File: src/rtl/muldiv_seq.sv
// muldiv_seq: multi-cycle RV32M multiply/divide sequencer beside the execute ALU.
// Operands are captured as magnitudes on a start pulse. A 32-step shift-add multiply
// or restoring divide runs next, and the sign is applied in a single FIX cycle.
// Divide-by-zero and signed-overflow cases skip the iteration and finish in one cycle.
//
// state | meaning
// IDLE  | waiting for i_start; special-case divides resolved here
// CALC  | 32 iterations of shift-add multiply or restoring divide
// FIX   | sign correction and high/low word select
// DONE  | o_done pulse, o_result valid
module muldiv_seq (
    input  logic        i_clk,
    input  logic        i_rst,
    input  logic        i_start,
    input  logic [2:0]  i_funct3,
    input  logic [31:0] i_op_a,
    input  logic [31:0] i_op_b,
    input  logic        i_flush,
    output logic        o_busy,
    output logic        o_stall,
    output logic        o_done,
    output logic [31:0] o_result
);

    typedef enum logic [1:0] {S_IDLE, S_CALC, S_FIX, S_DONE} state_t;

    state_t      state_q, state_d;
    logic [2:0]  funct3_q, funct3_d;
    logic [31:0] a_q, a_d;            // |a|; dividend shifts out MSB-first during divide
    logic [31:0] b_q, b_d;            // |b|; multiplier shifts out LSB-first during multiply
    logic        neg_q, neg_d;
    logic [63:0] acc_q, acc_d;        // product, or remainder:quotient
    logic [4:0]  cnt_q, cnt_d;
    logic [31:0] result_q, result_d;

    // Operand decode for the launch cycle
    logic        a_signed, b_signed, a_neg, b_neg, is_div_in;
    logic [31:0] a_abs, b_abs;
    logic        div_zero, div_ovf, neg_in;
    logic [31:0] special_res;

    always_comb begin
        a_signed    = (i_funct3 == 3'b001) || (i_funct3 == 3'b010) ||
                      (i_funct3 == 3'b100) || (i_funct3 == 3'b110);
        b_signed    = (i_funct3 == 3'b001) || (i_funct3 == 3'b100) || (i_funct3 == 3'b110);
        a_neg       = a_signed & i_op_a[31];
        b_neg       = b_signed & i_op_b[31];
        a_abs       = a_neg ? (~i_op_a + 32'd1) : i_op_a;
        b_abs       = b_neg ? (~i_op_b + 32'd1) : i_op_b;
        is_div_in   = i_funct3[2];
        neg_in      = (is_div_in && i_funct3[1]) ? a_neg : (a_neg ^ b_neg);
        div_zero    = is_div_in && (i_op_b == 32'd0);
        div_ovf     = is_div_in && !i_funct3[0] &&
                      (i_op_a == 32'h8000_0000) && (i_op_b == 32'hFFFF_FFFF);
        special_res = 32'd0;
        if (div_zero)
            special_res = i_funct3[1] ? i_op_a : 32'hFFFF_FFFF;
        else if (div_ovf)
            special_res = i_funct3[1] ? 32'd0 : 32'h8000_0000;
    end

    // One iteration step and the final sign-fix result
    logic [32:0] mul_sum;
    logic [63:0] mul_next;
    logic [32:0] div_rem_sh;
    logic [33:0] div_diff;
    logic [63:0] div_next;
    logic [63:0] mul_full;
    logic [31:0] mul_sel, div_val, div_sel, fix_res;

    always_comb begin
        mul_sum    = {1'b0, acc_q[63:32]} + {1'b0, (b_q[0] ? a_q : 32'd0)};
        mul_next   = {mul_sum, acc_q[31:1]};
        div_rem_sh = {acc_q[63:32], a_q[31]};
        div_diff   = {1'b0, div_rem_sh} - {2'b00, b_q};
        div_next   = div_diff[33] ? {div_rem_sh[31:0], acc_q[30:0], 1'b0}
                                  : {div_diff[31:0], acc_q[30:0], 1'b1};
        mul_full   = neg_q ? (~acc_q + 64'd1) : acc_q;
        mul_sel    = (funct3_q == 3'b000) ? mul_full[31:0] : mul_full[63:32];
        div_val    = funct3_q[1] ? acc_q[63:32] : acc_q[31:0];
        div_sel    = neg_q ? (~div_val + 32'd1) : div_val;
        fix_res    = funct3_q[2] ? div_sel : mul_sel;
    end

    // Next-state and datapath-register control
    always_comb begin
        state_d  = state_q;
        funct3_d = funct3_q;
        a_d      = a_q;
        b_d      = b_q;
        neg_d    = neg_q;
        acc_d    = acc_q;
        cnt_d    = cnt_q;
        result_d = result_q;
        case (state_q)
            S_IDLE: begin
                if (i_start) begin
                    funct3_d = i_funct3;
                    a_d      = a_abs;
                    b_d      = b_abs;
                    neg_d    = neg_in;
                    acc_d    = 64'd0;
                    cnt_d    = 5'd0;
                    if (div_zero || div_ovf) begin
                        result_d = special_res;
                        state_d  = S_DONE;
                    end else begin
                        state_d  = S_CALC;
                    end
                end
            end
            S_CALC: begin
                if (funct3_q[2]) begin
                    acc_d = div_next;
                    a_d   = {a_q[30:0], 1'b0};
                end else begin
                    acc_d = mul_next;
                    b_d   = {1'b0, b_q[31:1]};
                end
                cnt_d = cnt_q + 5'd1;
                if (cnt_q == 5'd31)
                    state_d = S_FIX;
            end
            S_FIX: begin
                result_d = fix_res;
                state_d  = S_DONE;
            end
            S_DONE: state_d = S_IDLE;
            default: state_d = S_IDLE;
        endcase
        // Flush wins over launch and completion; the published result is left alone.
        if (i_flush) begin
            state_d  = S_IDLE;
            result_d = result_q;
        end
    end

    // State and datapath registers with synchronous reset
    always_ff @(posedge i_clk) begin
        if (i_rst) begin
            state_q  <= S_IDLE;
            funct3_q <= 3'd0;
            a_q      <= 32'd0;
            b_q      <= 32'd0;
            neg_q    <= 1'b0;
            acc_q    <= 64'd0;
            cnt_q    <= 5'd0;
            result_q <= 32'd0;
        end else begin
            state_q  <= state_d;
            funct3_q <= funct3_d;
            a_q      <= a_d;
            b_q      <= b_d;
            neg_q    <= neg_d;
            acc_q    <= acc_d;
            cnt_q    <= cnt_d;
            result_q <= result_d;
        end
    end

    // Status outputs; stall drops in DONE so the pipeline consumes the result on that edge
    always_comb begin
        o_busy   = (state_q != S_IDLE);
        o_done   = (state_q == S_DONE);
        o_stall  = ((state_q == S_IDLE) && i_start && !i_flush) ||
                   ((state_q != S_IDLE) && (state_q != S_DONE));
        o_result = result_q;
    end

endmodule

File: config.mk
export PLATFORM = sky130hd
export DESIGN_NAME = muldiv_seq
export DESIGN_NICKNAME = d
export VERILOG_FILES = /design/src/rtl/muldiv_seq.sv
export SDC_FILE = /design/constraint.sdc
export NUM_CORES = 1
export LEC_CHECK = 0
export BUFFER_PORTS_ARGS = -buffer_cell sky130_fd_sc_hd__clkbuf_2
export CAP_MARGIN = 20
export CELL_PAD_IN_SITES_DETAIL_PLACEMENT = 1
export CELL_PAD_IN_SITES_GLOBAL_PLACEMENT = 2
export CORE_AREA = 4 4 217 219
export DETAILED_ROUTE_END_ITERATION = 12
export DIE_AREA = 0 0 221 223
export GPL_ROUTABILITY_DRIVEN = 0
export PLACE_DENSITY = 0.87
export SETUP_SLACK_MARGIN = 0.3
export SLEW_MARGIN = 10
export SYNTH_ARGS = -nofsm -noshare
export SYNTH_HDL_FRONTEND = slang
export SYNTH_SLANG_ARGS = --single-unit
File: constraint.sdc
create_clock -name i_clk -period 5.2 [get_ports i_clk]
set_input_delay 0.78 -clock i_clk [delete_from_list [all_inputs] [get_ports i_clk]]
set_output_delay 0.78 -clock i_clk [all_outputs]
set_load 0.01 [all_outputs]
==> results of run 1 <==
-- how the worst min path moves through the flow --
stage,start,end,slack [ns],depth (start not counted)
final,b_q[30]$_SDFFE_PP0P_,b_q[30]$_SDFFE_PP0P_,0.47,2
after global routing,a_q[13]$_SDFFE_PP0P_,a_q[13]$_SDFFE_PP0P_,0.49,2
after CTS,b_q[30]$_SDFFE_PP0P_,b_q[30]$_SDFFE_PP0P_,0.47,2
after detailed placement,b_q[30]$_SDFFE_PP0P_,b_q[30]$_SDFFE_PP0P_,0.46,2
after global placement,b_q[30]$_SDFFE_PP0P_,b_q[30]$_SDFFE_PP0P_,0.45,2
after floorplan,b_q[30]$_SDFFE_PP0P_,b_q[30]$_SDFFE_PP0P_,0.44,2
-- sequential cells by signal (all words and copies together), names as in the netlist --
register,count
a_q,32
acc_q,64
b_q,32
cnt_q,5
funct3_q,3
neg_q,1
o_result,32
state_q,2
-- area by class of cell --
cell class	count	area, um^2	area share
antenna	1	2.50	0.000142
clock buffer	18	439	0.0249
clock inverter	13	214	0.0122
inverter	68	255	0.0145
multi-input combinational	1836	11700	0.664
sequential	171	3430	0.195
tap	600	751	0.0426
timing repair buffer	145	832	0.0473
-- power by group --
group,total (mW),internal [mW],switching [mW]
clock,1.51,0.868,0.643
combinational,0.937,0.319,0.618
sequential,1.43,1.36,0.0666
total,3.87,2.55,1.33
-- layout by cell type (no fill, tap or decap), types with 13 or more instances in the layout --
cell type / instances
nand2_1: 326
a21oi_1: 208
dfxtp_1: 168
o21ai_0: 165
nor2_1: 161
xnor2_1: 112
clkbuf_2: 104
xor2_1: 90
ha_1: 76
inv_1: 67
nor3_1: 60
nand3_1: 59
o31ai_1: 44
o211ai_1: 43
mux2_2: 40
buf_4: 40
and2_1: 37
mux2i_1: 36
a211oi_1: 33
a21o_1: 31
nand2b_1: 26
nand4_1: 20
clkbuf_16: 17
a22oi_1: 15
or2_2: 15
or3_1: 14
or4_1: 13
nor4_1: 13
nor2b_1: 13
-- worst max-delay path: stages, from the launching register on --
cell and delay (ns):
dfxtp_2 0.90, nor4b_1 0.50, o22ai_1 0.21, nor2_1 0.25
nand4_1 0.22, or2_2 0.38, or4_2 0.66, o21ai_0 0.26
xor2_1 0.41, a32oi_1 0.09, a311oi_1 0.30
-- synth_stat cells, types with 10 or more instances --
cell type,count,share of area
nand3_1,59,0.018
a211oi_1,33,0.015
nor2_1,163,0.038
a21o_1,31,0.014
a21oi_1,211,0.065
nand2_1,326,0.076
o21a_1,11,0.0051
nor2b_1,13,0.0050
xnor2_1,112,0.061
nor3_1,61,0.019
or3_1,14,0.0054
o31ai_1,44,0.020
and2_1,37,0.014
dfxtp_1,171,0.21
and3_1,10,0.0039
or4_1,13,0.0060
nor4_1,13,0.0050
nand4_1,20,0.0077
or2_2,15,0.0058
xor2_1,90,0.049
a22oi_1,15,0.0070
mux2_2,40,0.028
mux2i_1,36,0.022
clkbuf_8,11,0.0094
clkbuf_1,134,0.031
buf_1,12,0.0028
o211ai_1,43,0.020
nand2b_1,26,0.010
inv_1,67,0.016
o21ai_0,165,0.051
ha_1,77,0.060
-- metrics by stage --
step,instance area [um^2],util,worst slack [ns],hold WS [ns],power (mW)
after floorplan,16200,-,0.804,0.436,2.06
after global placement,16900,0.376,0.868,0.447,2.34
after detailed placement,16900,0.376,0.734,0.457,2.37
after CTS,17600,0.390,1.04,0.467,3.86
after global routing,17600,0.390,0.540,0.493,4.03
final,17600,0.390,0.892,0.465,3.87
-- cell families (layout without fill, tap and decap cells) --
kind of cell | after synthesis | in the layout | share of synthesized area
AO/OA/AOI/OAI | 675 | 675 | 0.266
XOR/XNOR | 202 | 202 | 0.109
adder cells (fa/ha/maj) | 79 | 79 | 0.0621
buffers and inverters | 240 | 244 | 0.0684
flip-flops | 171 | 171 | 0.212
multiplexers | 76 | 76 | 0.0502
other | 0 | 1 | 0
AND/OR/NAND/NOR | 804 | 804 | 0.232
-- per-layer routing --
metal | wire, um | up-vias
li1 | - | 8016
met1 | 31400 | 8525
met2 | 29000 | 634
met3 | 4940 | 127
met4 | 2340 | 2
met5 | 15 | -
==> results.md, run 1 <==
- RSZ-0062 raised after global routing: false
- Post-synth EDFFs: 0
- Syn nets: 2397
- TritonCTS clock tree: yes
- Count of cell types in the netlist: 87
- Seq/Total Area, Yosys: 0.212
- GRT Total Usage: 0.265
- Vias in the first global route: 16800
- Clk_skew: 0.0204 ns
- Number of remaining DRC errors: 0
- Required time worst endpoint: 5.58 ns
- Reg2reg end: o_result[31]$_SDFFE_PP0P_
- DRT antenna net count: 0
- Avg Cell Area, Syn: 7.19 um^2
- Final HPWL DP: 51.5 mm
- DR vias/cell: 6.07
- Reg-to-Reg Start: funct3_q[1]$_SDFFE_PP0P_
- Drt total wl: 67.6 mm
- DP Cell Count: 2819
- Fillers: 5739
- Setup CP Type: register to register
- Die width: 221 um
- Reg2reg setup slack: 0.89 ns
- Initial Util: 0.358
- Met2 usage: 0.399
- Finished Layout Cells: 2852
- Syn Std Cell Area: 16200 um^2
- Met3 Usage GRT: 0.0511
- Postcts setup bufs: 0
- Initial detailed-routing violation count: 1414
- VDD IR max: 0.256 mV
- Post-CTS Resized: 0
- Hold crit path type: register to register
- Initial antenna violation count: 1
- Measured slew at the worst slew-check pin: 1.09 ns
- Slew Limit Fails: 0
- DR WL/cell: 23.7 um
- Max_slew headroom: 0.269
- PD cells: 220 nW/um^2
- Reg clk slew, reported paths: 0.07 ns
- Critical Path Source: funct3_q[1]$_SDFFE_PP0P_
- Data arrival, critical path: 4.69 ns
- Crit end category: register
- Seq cells post-synth: 171
- Leakage power: 6.98 nW
- Synth async-reset ratio: 0
- Status: finished, final reports clean
- Share of layout cells above drive strength 1: 0.119
- Via count: 17300
- First-pass GRT wire length: 104 mm
- Max Cap Viol: 0
- Primary FF master, synth: dfxtp_1
- Yosys warnings: 0
- Router iterations before antenna repair: 5
- IO Count: 106
- Die area: 49300 um^2
- Met1 Usage GRT: 0.377
- FP Rows: 78
- Top Usage Layer GRT: met2
- Port Buffer Count: 105
- # clock sinks: 171
- Die Height: 223 um
- Nets@finish: 2389
- Setup TNS: 0 ns
- Core Area: 45100 um^2
- H-tree depth: 4
- Maximum clock path buffer count: 2
- Critical Path Sink: o_result[31]$_SDFFE_PP0P_
- R2R cell count: 10
- Clock root buffer: clkbuf_16
- Global route total overflow: 0
- Startpoint types: register
- Setup violators final: 0
- Largest net degree at the start of global routing: 94
- Syn Inst Count: 2247
- Hold Fails Final Rpt: 0
- Area Overhead vs Synth: 8.92%
- Inserted Clock Buffers: 17
- Crit path max fanout: 39
- Later-pin clock latency in the skew report: 0.48 ns
- Hold-fix buffer count after cts: 0
- Final worst-path cycle share: 0.828
- Fmax: 232 MHz
- Fin crit period: 4.31 ns
No activity file was read; power rests on OpenSTA's default activity.
==> run 2: changes to the inputs <==
clock period = 4.2 ns   (was 5.2 ns; I/O delays follow)
==> run 2 against run 1 <==
Register-to-register slack worse by 0.43 ns. Via count rose by 1.6%. First-iteration DRC count grew 15%. Non-clock buffer count rose by 29. Total power rose by 23%. Count of clock-buffer cells in the layout stayed put. Sequential share of layout area decreased by 0.32 points. Die area stayed put. Critical path depth stayed put. Fmax increased by 15%. Global-route usage rose by 0.58 points. Critical endpoint is now o_result[15]$_SDFFE_PP0P_. Highest routed layer is now met4.
==> results.md, run 2 (synthesis gave the netlist of run 1 again) <==
- VDD IR max: 0.308 mV (was 0.256 mV)
- Max reg flops: 64 (unchanged)
- Inserted Clock Buffers: 17 (unchanged)
- Final HPWL DP: 52.8 mm (was 51.5 mm)
- Power Total: 4.77 mW (was 3.87 mW)
- Hold Path Depth: 2 (unchanged)
- DR WL/cell: 24.0 um (was 23.7 um)
- Leakage power: 7.12 nW (was 6.98 nW)
- Reg clk slew, reported paths: 0.07 ns (about the same)
- Hold crit path type: register to register (unchanged)
- Setup CP Type: register to register (unchanged)
- Reg2reg setup slack: 0.46 ns (was 0.89 ns)
- DP Cell Count: 2847 (was 2819)
- Most common cell after layout, fill and taps aside: nand2_1 (unchanged)
- Most frequent cells in the layout: nand2_1, a21oi_1, dfxtp_1 (unchanged)
- Setup violators final: 0 (unchanged)
- DR vias/cell: 6.10 (was 6.07)
- Reg2reg end: o_result[15]$_SDFFE_PP0P_ (was o_result[31]$_SDFFE_PP0P_)
- Clk_skew: 0.0191 ns (was 0.0204 ns)
- GRT Total Usage: 0.271 (was 0.265)
- Vias in the first global route: 17400 (was 16800)
- Drt total wl: 69.2 mm (was 67.6 mm)
- Maximum clock path buffer count: 2 (unchanged)
- Data arrival, critical path: 4.07 ns (was 4.69 ns)
- Status: finished, final reports clean (unchanged)
- Startpoint types: register (unchanged)
- Clock root buffer: clkbuf_16 (unchanged)
- Max_slew headroom: 0.350 (was 0.269)
- R2R cell count: 10 (unchanged)
- Nets@finish: 2418 (was 2389)
- DRT antenna net count: 0 (unchanged)
- Area Overhead vs Synth: 10.8% (was 8.92%)
- Required time worst endpoint: 4.53 ns (was 5.58 ns)
- Initial antenna violation count: 1 (unchanged)
- Hold path endpoint: b_q[30]$_SDFFE_PP0P_ (unchanged)
- FP Rows: 78 (unchanged)
- IO Count: 106 (unchanged)
- Finished Layout Cells: 2881 (was 2852)
- Setup TNS: 0 ns (unchanged)
- Fmax: 267 MHz (was 232 MHz)
- RSZ-0062 raised after global routing: true (was false)
- Via count: 17600 (was 17300)
- Die area: 49300 um^2 (unchanged)
- Initial detailed-routing violation count: 1627 (was 1414)
- PD cells: 267 nW/um^2 (was 220 nW/um^2)
- TritonCTS clock tree: yes (unchanged)
- H-tree depth: 4 (unchanged)
- Router iterations before antenna repair: 6 (was 5)
- Initial Util: 0.358 (unchanged)
- First-pass GRT wire length: 106 mm (was 104 mm)
- Share of layout cells above drive strength 1: 0.135 (was 0.119)
- Die Height: 223 um (unchanged)
- Final hold slack: 0.455 ns (was 0.465 ns)
- Largest net degree at the start of global routing: 96 (was 94)
- Final worst-path cycle share: 0.891 (was 0.828)
- Fin crit period: 3.74 ns (was 4.31 ns)
- Global route total overflow: 0 (unchanged)
- Port Buffer Count: 105 (unchanged)
- Crit path max fanout: 9 (was 39)
- HP Start: b_q[30]$_SDFFE_PP0P_ (unchanged)
- Core Area: 45100 um^2 (unchanged)
- Antenna cell count: 0 (was 1)
- Measured slew at the worst slew-check pin: 0.975 ns (was 1.09 ns)
- Later-pin clock latency in the skew report: 0.47 ns (was 0.48 ns)
- Number of remaining DRC errors: 0 (unchanged)
- Die width: 221 um (unchanged)
- Crit end category: register (unchanged)
- Final Util: 0.397 (was 0.390)
- # clock sinks: 171 (unchanged)
- Hold Fails Final Rpt: 0 (unchanged)
- Reg-to-Reg Start: acc_q[27]$_SDFFE_PP0P_ (was funct3_q[1]$_SDFFE_PP0P_)
- Max Cap Viol: 0 (unchanged)
- Largest reg by FF count: acc_q (unchanged)
- Slew Limit Fails: 0 (unchanged)
==> run 2: cell type report <==
type | instances | area, um^2
clock buffers | 18 | 429
clock inverters | 14 | 209
fillers | 5708 | 27200
inverters | 68 | 255
multi-input cells | 1836 | 11700
flip-flops and latches | 171 | 3430
well taps | 600 | 751
repair buffers | 174 | 1090
==> run 2: what timing repair did <==
action | CTS | global route
setup endpoints to repair | 0 | 17
setup buffers | 0 | 1
hold buffers | 0 | 0
gates resized for setup | 0 | 15
==> run 2: through the flow <==
step | instance area, um^2 | setup WS (ns)
after floorplan | 16200 | 0.347
after global placement | 17200 | 0.0995
after detailed placement | 17200 | 0.0340
after CTS | 17800 | 0.320
after global routing | 17900 | 0.271
final | 17900 | 0.458
==> run 2: per-layer routing <==
metal	wire, um	GRT usage
met5	0	0
met4	2590	0.0997
met3	5290	0.0430
met2	29800	0.414
met1	31500	0.385
==> run 2: how the worst max path moves through the flow <==
| stage | from | to | slack, ns | depth (start not counted) |
|---|---|---|---|---|
| finish | acc_q[27]$_SDFFE_PP0P_ | o_result[15]$_SDFFE_PP0P_ | 0.46 | 10 |
| global route | b_q[0]$_SDFFE_PP0P_ | acc_q[56]$_SDFFE_PP0P_ | 0.27 | 14 |
| CTS | a_q[31]$_SDFFE_PP0P_ | acc_q[56]$_SDFFE_PP0P_ | 0.32 | 14 |
| detailed placement | i_op_a[24] | o_result[19]$_SDFFE_PP0P_ | 0.03 | 10 |
| global placement | i_op_a[24] | o_result[16]$_SDFFE_PP0P_ | 0.1 | 10 |
| floorplan | funct3_q[1]$_SDFFE_PP0P_ | o_result[30]$_SDFFE_PP0P_ | 0.35 | 15 |
==> run 2: critical path, cell delays in order, from the launching register on <==
cell,delay (ns)
dfxtp_1,0.38
or4_4,0.53
or4b_1,0.55
or3_1,0.34
or4_4,0.64
o31ai_2,0.24
xnor2_1,0.09
a222oi_1,0.30
nand2_1,0.22
o21ai_0,0.18
a211oi_1,0.12
==> run 2: report_power, final <==
group	switching (mW)	total, mW	leakage [nW]	internal, mW
registers	0.0714	1.75	1.39	1.68
clock network	0.800	1.81	0.301	1.01
logic	0.796	1.21	5.43	0.414
